--- config.mk ---
export PLATFORM = sky130hd
export DESIGN_NAME = nibble_shift_driver
export DESIGN_NICKNAME = d
export VERILOG_FILES = /design/src/rtl/nibble_shift_driver.sv
export SDC_FILE = /design/constraint.sdc
export NUM_CORES = 1
export LEC_CHECK = 0
export ABC_AREA = 1
export BUFFER_PORTS_ARGS = -buffer_cell sky130_fd_sc_hd__buf_2
export CAP_MARGIN = 0
export CORE_ASPECT_RATIO = 1.1
export CORE_UTILIZATION = 50
export DETAILED_ROUTE_END_ITERATION = 16
export PLACE_DENSITY = 0.74
export SETUP_SLACK_MARGIN = 0.05
export SYNTH_ARGS = -nofsm -noshare
export SYNTH_HDL_FRONTEND = slang
export SYNTH_SLANG_ARGS = --single-unit
--- constraint.sdc ---
create_clock -name clk -period 1.5 [get_ports clk]
set_clock_uncertainty 0.05 [all_clocks]
set_input_delay 0.225 -clock clk [delete_from_list [all_inputs] [get_ports clk]]
set_output_delay 0.225 -clock clk [all_outputs]
set_load 0.01 [all_outputs]
--- src/rtl/nibble_shift_driver.sv ---
// nibble_shift_driver
//   Front end for a WIDTH-bit parallel-load shift register. Takes one word per
//   valid/ready handshake and delivers it either as a single parallel-load
//   strobe or as an MSB-first serial stream. After delivery it waits
//   SETTLE_CYCLES cycles, pulses done, and bumps a modulo-256 word counter.
//
// Ports
//   clk       : clock, rising edge
//   rst_n     : synchronous active-low reset
//   in_valid  : upstream word available
//   in_data   : word to deliver (bit 0 = downstream position 0)
//   in_mode   : 0 = parallel load, 1 = serial shift
//   in_ready  : block can accept a word this cycle
//   load      : downstream parallel-load strobe
//   l_out     : downstream parallel-load data
//   ser_out   : downstream serial input
//   done      : one-cycle pulse at the end of the settle time
//   word_cnt  : completed word count, wraps 255 -> 0
//
// Every output is decoded from registered state only, so nothing on the
// input side reaches an output combinationally.
module nibble_shift_driver #(
    parameter int WIDTH         = 4,
    parameter int SETTLE_CYCLES = 2
) (
    input  logic             clk,
    input  logic             rst_n,
    input  logic             in_valid,
    input  logic [WIDTH-1:0] in_data,
    input  logic             in_mode,
    output logic             in_ready,
    output logic             load,
    output logic [WIDTH-1:0] l_out,
    output logic             ser_out,
    output logic             done,
    output logic [7:0]       word_cnt
);

    localparam int BW = (WIDTH > 1) ? $clog2(WIDTH) : 1;

    typedef enum logic [1:0] {IDLE, LOAD, SHIFT, SETTLE} state_t;

    state_t           state, state_nxt;
    logic [WIDTH-1:0] word_q;
    logic [BW-1:0]    bit_cnt;
    logic [3:0]       settle_cnt;
    logic             rdy_q;
    logic             accept;
    logic             last_bit;
    logic             last_settle;

    assign accept      = in_valid && in_ready;
    assign last_bit    = (bit_cnt == BW'(WIDTH - 1));
    assign last_settle = (settle_cnt == 4'(SETTLE_CYCLES - 1));

    always_comb begin
        state_nxt = state;
        case (state)
            IDLE:    if (accept) state_nxt = in_mode ? SHIFT : LOAD;
            LOAD:    state_nxt = SETTLE;
            SHIFT:   if (last_bit) state_nxt = SETTLE;
            SETTLE:  if (last_settle) state_nxt = IDLE;
            default: state_nxt = IDLE;
        endcase
    end

    // rdy_q holds in_ready low for the whole reset period: state is already
    // IDLE after the first reset edge, but no word may be taken until the
    // first edge with rst_n released.
    always_comb begin
        in_ready = rdy_q && (state == IDLE);
        load     = (state == LOAD);
        l_out    = '0;
        ser_out  = 1'b0;
        done     = 1'b0;
        if (state == LOAD)   l_out   = word_q;
        // word_q shifts left each SHIFT cycle, so its MSB is always the next
        // bit to send.
        if (state == SHIFT)  ser_out = word_q[WIDTH-1];
        if (state == SETTLE) done    = last_settle;
    end

    always_ff @(posedge clk) begin
        if (!rst_n) begin
            state      <= IDLE;
            word_q     <= '0;
            bit_cnt    <= '0;
            settle_cnt <= '0;
            rdy_q      <= 1'b0;
            word_cnt   <= '0;
        end else begin
            state <= state_nxt;
            rdy_q <= 1'b1;

            if (accept) begin
                word_q  <= in_data;
                bit_cnt <= '0;
            end else if (state == SHIFT) begin
                word_q  <= word_q << 1;
                bit_cnt <= last_bit ? '0 : bit_cnt + 1'b1;
            end

            if (state == SETTLE)
                settle_cnt <= last_settle ? 4'd0 : settle_cnt + 4'd1;

            if (done)
                word_cnt <= word_cnt + 8'd1;
        end
    end

endmodule

; After elaboration in Yosys (flattened, before gate mapping)
; Cells that the tools add are included.
[word_totals]
ff_bits = 21
latch_bits = 0
ram_bits = 0
romBits = 0
input_bits = 8
output_inout_bits = 16
word_cells = 37
n_memories = 0
[op_classes]
add_sub_neg = 3
multipliers = 0
div = 0
order_cmp = 0
n_eq_ne = 8
shifts = 0
mux = 13
bitwise = 1
reduce_logical = 6
[ops]
columns = operator, count
row1 = $mux W4, 4
row2 = $mux W2, 5
row3 = $add A8 B1 Y8 const B, 1
row4 = $pmux W2 S4, 1
row5 = $eq A2 B2 Y1 const B, 3
row6 = $ne A2 B2 Y1 const B, 3
row7 = $add A4 B1 Y4 const B, 1
row8 = $eq A4 B1 Y1 const B, 1
row9 = $mux W1, 3
row10 = $reduce_and A3 Y1, 1
row11 = $add A2 B1 Y2 const B, 1
row12 = $eq A2 B1 Y1 const B, 1
row13 = $logic_and A1 B1 Y1, 2
row14 = $logic_not A2 Y1, 1
row15 = $reduce_bool A2 Y1, 1
row16 = $reduce_or A2 Y1, 1
row17 = $not A1 Y1, 1

; Logic depth before layout (Yosys ltp)
[depth]
depth_word = 5
depth_mapped = 9
mapped_depth_nobuf = 9

; Least setup slack after synthesis
; No wires, ideal clock.
[synth_path]
path_kind = reg2reg
from = register state[0]
to = register word_cnt[4]
setup_ps = 113
arrival_ps = 1149
required_time_ps = 1337
slack_ps = 188
stages_incl_launch_ff = 7
path_buffers = 0
period_less_slack_ps = 1312
cell_sequence = dfxtp_1 -> ha_1 -> nand3_2 -> nor2_8 -> nand2_1 -> o21ai_1 -> nor2_1
[synth_via]
elab_chain_len = 2
[synth_lines]
columns = element, line_no
row1 = "start, declared", 43  ; state_t state, state_nxt;
row2 = "start signal, assigned", 92  ; state <= state_nxt;
row3 = $eq A2 B2 Y1, 80  ; if (state == SETTLE) done = last_settle;
row4 = $mux W1, 80
row5 = named net done, 35  ; output logic done,
row6 = "end signal, assigned", 107  ; word_cnt <= word_cnt + 8'd1;
row7 = "end, declared", 36  ; output logic [7:0] word_cnt
; The timed path passes the listed nets, and every way through them passes these cells.
; A chain may end at the register's enable or synchronous reset.

; Worst setup path after layout
[layout_path]
from = register state[0]
to = output ser_out
[layout_via]
elab_chain_len = 2
[layout_lines]
columns = element, line_no
row1 = $eq A2 B2 Y1, 79  ; if (state == SHIFT) ser_out = word_q[WIDTH-1];
row2 = $mux W1, 79
row3 = "end, declared", 34  ; output logic ser_out,
; No other way between the ends.

==> flow_summary.rst <==
.. list-table::
   :header-rows: 1

   * - Metric
     - Value
   * - Layout cells sized above 1
     - 0.360
   * - Final period util
     - 1.01
   * - Total number of placement rows
     - 17
   * - Synthesis-stage register bit count
     - 21
   * - Vias post-DR
     - 1077
   * - Residual overflow from global routing
     - 0
   * - Post-Route Setup TNS
     - -7.54 ps
   * - Number of global-route vias before repair
     - 931
   * - Cell count after placement
     - 202
   * - Internal
     - 0.00100 W
   * - Share of total power in the clock network
     - 0.180
   * - Wire length of the first global-routing pass
     - 3700 microns
   * - Number of pins with negative max-slew slack in the final report
     - 0
   * - Wire length per cell after detailed routing
     - 11.2 microns
   * - Share of total power in sequential cells
     - 0.443
   * - DRC
     - 0
   * - Number of vias per cell
     - 5.03
   * - Arrival time of the worst setup path
     - 1230 ps
   * - CTS buffer count
     - 3
   * - Cell Count, Final, Fillers Out
     - 214
   * - Pwr Density
     - 1050 mW/mm^2
   * - Worst relative slew slack
     - 0.771
   * - IR drop worst, VDD
     - 0.858 mV
   * - Clock tree from TritonCTS
     - yes
   * - Clk_lat worst skew
     - 310 ps
   * - Violated checks
     - setup timing
   * - Synth unique cells
     - 25
   * - Critical path startpoint category
     - flop
   * - Setup-failing EPs final
     - 1
   * - Static leakage
     - 0.684 nW
   * - Ordered list of cells on the worst path
     - inv_4, ha_4, buf_6, nand2_2, inv_2, buf_6
   * - Number of DRC markers in iteration 0
     - 15
   * - Die height
     - 51.1 microns
   * - Die area
     - 0.00239 sq mm
   * - Cell type with the highest aggregate area in the netlist
     - sky130_fd_sc_hd__dfxtp_1
   * - Power spent charging and discharging nets
     - 0.000559 W
   * - Count of antenna-violating nets left after detailed routing
     - 0
   * - Post-layout worst setup margin
     - -7.54 ps
   * - Pre-Repair DR Iteration Count
     - 4
   * - Class of the most critical hold timing path
     - in -> reg
   * - Post-synthesis average cell area
     - 7.22 sq um
   * - Final layout net count
     - 201
   * - CP max FO
     - 4
   * - Final cell area excluding filler cells
     - 0.00149 sq mm
   * - Top achievable clock speed
     - 663 MHz
   * - Result of the run
     - finished with violations
   * - IO buf count
     - 23
   * - Starting utilization of the core area
     - 0.537
   * - Clock tree root driver cell
     - sky130_fd_sc_hd__clkbuf_4
   * - Clock slew at the register clock pins of the worst setup and hold paths
     - 120 ps
   * - Part of the power in combinational logic
     - 0.377
   * - Total cell area at the placement stage
     - 0.00124 sq mm
   * - Element type at the critical path end
     - output pin
   * - Antenna violations before repair
     - 0
   * - Setup repair after global routing missed its margin
     - yes
   * - Detailed placer's ending HPWL
     - 1580 microns
   * - Depth of the CTS H-tree
     - 1
   * - Mapped Nets
     - 166
   * - Antenna diode count
     - 0
   * - Post-route minimum period
     - 1510 ps
   * - Deepest clock path buffer count
     - 2
   * - Post-route total power
     - 0.00156 W
   * - Pin count of the biggest net entering global routing
     - 12
   * - Most frequent cell on the critical path
     - sky130_fd_sc_hd__buf_6
   * - Total wirelength of the detailed-routed design
     - 2390 microns
   * - Switching Fraction
     - 0.358
   * - Slowest CP cell
     - sky130_fd_sc_hd__dfxtp_4
   * - Floorplan die width
     - 46.7 microns
   * - Crit Path Category
     - reg -> out
   * - Top area cells in the synthesized netlist
     - sky130_fd_sc_hd__dfxtp_1 38%, sky130_fd_sc_hd__nand2_1 14%, sky130_fd_sc_hd__inv_1 7.5%
   * - Final hold viol count
     - 0
   * - Routability congestion estimate from global placement
     - 0.757
   * - Share of the synthesized area in the top cell type
     - 0.383
   * - Worst-margin pin slew
     - 344 ps
   * - Sinks on Clock Net
     - 21
   * - Sequential-to-total area share from yosys stat
     - 0.383
   * - Number of placed I/O pins
     - 24
   * - Mapped cell area
     - 0.00110 sq mm
   * - CORE AREA
     - 0.00204 sq mm
   * - Post-synthesis cell count
     - 152
   * - Synth-to-layout area growth
     - 36.0%
   * - Total global-route track usage
     - 0.211
   * - Largest stage delay on the critical path
     - 410 ps
   * - Total of max-cap violations
     - 0
   * - Required time of the critical path
     - 1220 ps
   * - Yosys synthesis warning count
     - 0
power groups by stage:
stage | clock, W | sequential [W] | combinational, W
after floorplan | 0 | 0.000654 | 0.000306
after global placement | 0 | 0.000660 | 0.000394
after detailed placement | 0 | 0.000664 | 0.000403
after CTS | 0.000280 | 0.000686 | 0.000517
after global routing | 0.000298 | 0.000698 | 0.000652
final | 0.000281 | 0.000691 | 0.000588
per-stage QoR:
| stage | utilization | worst slack (ps) | hold slack [ps] |
|---|---|---|---|
| after floorplan | - | 188 | 203 |
| after global placement | 0.610 | 111 | 415 |
| after detailed placement | 0.610 | 75.5 | 424 |
| after CTS | 0.681 | 2.12 | 102 |
| after global routing | 0.731 | -43.3 | 98.4 |
| final | 0.731 | -7.54 | 95.0 |
layer usage:
metal | global-route usage | up-vias | routed length [microns]
li1 | - | 545 | -
met3 | 0.0212 | 4 | 86
met2 | 0.391 | 27 | 1300
met5 | 0 | - | 0
met4 | 0.0714 | 0 | 29
met1 | 0.237 | 501 | 973
area by class of cell:
type / instances / area [sq um]
inverter: 24 / 95.1
fill: 170 / 549
multi-input combinational: 105 / 677
clock buffer: 4 / 26.3
tap: 28 / 35.0
sequential: 21 / 428
timing repair buffer: 32 / 231
cell usage after synthesis:
master,count
sky130_fd_sc_hd__o32ai_1,1
sky130_fd_sc_hd__a21oi_1,6
sky130_fd_sc_hd__o21ai_1,1
sky130_fd_sc_hd__nand2_1,40
sky130_fd_sc_hd__inv_2,2
sky130_fd_sc_hd__a31oi_1,3
sky130_fd_sc_hd__a21oi_2,1
sky130_fd_sc_hd__ha_1,6
sky130_fd_sc_hd__nor3b_1,1
sky130_fd_sc_hd__nor2_2,1
sky130_fd_sc_hd__xor2_1,3
sky130_fd_sc_hd__o21ai_0,2
sky130_fd_sc_hd__o21bai_1,2
sky130_fd_sc_hd__a211oi_1,2
sky130_fd_sc_hd__nand4_1,2
sky130_fd_sc_hd__nor2_1,18
sky130_fd_sc_hd__dfxtp_1,21
sky130_fd_sc_hd__buf_2,2
sky130_fd_sc_hd__nand3_2,3
sky130_fd_sc_hd__nand3_1,8
sky130_fd_sc_hd__nor2_4,1
sky130_fd_sc_hd__inv_1,22
sky130_fd_sc_hd__nand2_2,2
sky130_fd_sc_hd__nor2_8,1
sky130_fd_sc_hd__and2_1,1
layout by cell type (no fill, tap or decap):
master,instances
sky130_fd_sc_hd__a211oi_1,2
sky130_fd_sc_hd__a21oi_1,6
sky130_fd_sc_hd__a21oi_2,1
sky130_fd_sc_hd__a31oi_1,3
sky130_fd_sc_hd__and2_1,1
sky130_fd_sc_hd__buf_2,17
sky130_fd_sc_hd__buf_4,6
sky130_fd_sc_hd__buf_6,9
sky130_fd_sc_hd__clkbuf_1,1
sky130_fd_sc_hd__clkbuf_4,3
sky130_fd_sc_hd__dfxtp_1,19
sky130_fd_sc_hd__dfxtp_4,2
sky130_fd_sc_hd__ha_1,2
sky130_fd_sc_hd__ha_4,4
sky130_fd_sc_hd__inv_1,15
sky130_fd_sc_hd__inv_2,7
sky130_fd_sc_hd__inv_4,2
sky130_fd_sc_hd__nand2_1,34
sky130_fd_sc_hd__nand2_2,6
sky130_fd_sc_hd__nand2_4,2
sky130_fd_sc_hd__nand3_1,8
sky130_fd_sc_hd__nand3_2,2
sky130_fd_sc_hd__nand3_4,1
sky130_fd_sc_hd__nand4_1,2
sky130_fd_sc_hd__nor2_1,17
sky130_fd_sc_hd__nor2_4,3
sky130_fd_sc_hd__nor2_8,1
sky130_fd_sc_hd__nor3b_2,1
sky130_fd_sc_hd__o21ai_0,2
sky130_fd_sc_hd__o21ai_1,1
sky130_fd_sc_hd__o21bai_1,2
sky130_fd_sc_hd__o32ai_1,1
sky130_fd_sc_hd__xor2_1,3
worst paths after layout:
| path | start | endpoint | slack, ps | cells past startpoint |
|---|---|---|---|---|
| max | state[0] | ser_out | -8 | 6 |
| min | rst_n | rdy_q | 90 | 1 |
| max reg2reg | state[1] | state[1] | 110 | 7 |
| min reg2reg | bit_cnt[1] | bit_cnt[1] | 450 | 2 |
critical path: cells and delay by family (launching register included):
family / cells / cell delay [ps]
DFF: 1 / 410
buffers and inverters: 4 / 310
adders and majority gates: 1 / 150
and+or+nand+nor: 1 / 50
logic make-up after synthesis:
logic type	Yosys count	synth area share
buffers and inverters	26	0.0912
flip-flops	21	0.383
AO/OA/AOI/OAI	18	0.101
adder cells (fa/ha/maj)	6	0.0684
XOR/XNOR	3	0.0239
AND/OR/NAND/NOR	78	0.332
state kept, by name, summed over array words and instances (netlist names):
signal	flops
word_cnt	8
settle_cnt	4
word_q	4
bit_cnt	2
state	2
rdy_q	1
what timing repair did:
item,4_1_cts,5_1_grt
setup endpoints to repair,8,10
hold buffers,0,0
gates resized for setup,22,21
buffers inserted,4,4
pin swaps,8,7
No activity file was read; power rests on OpenSTA's default activity.
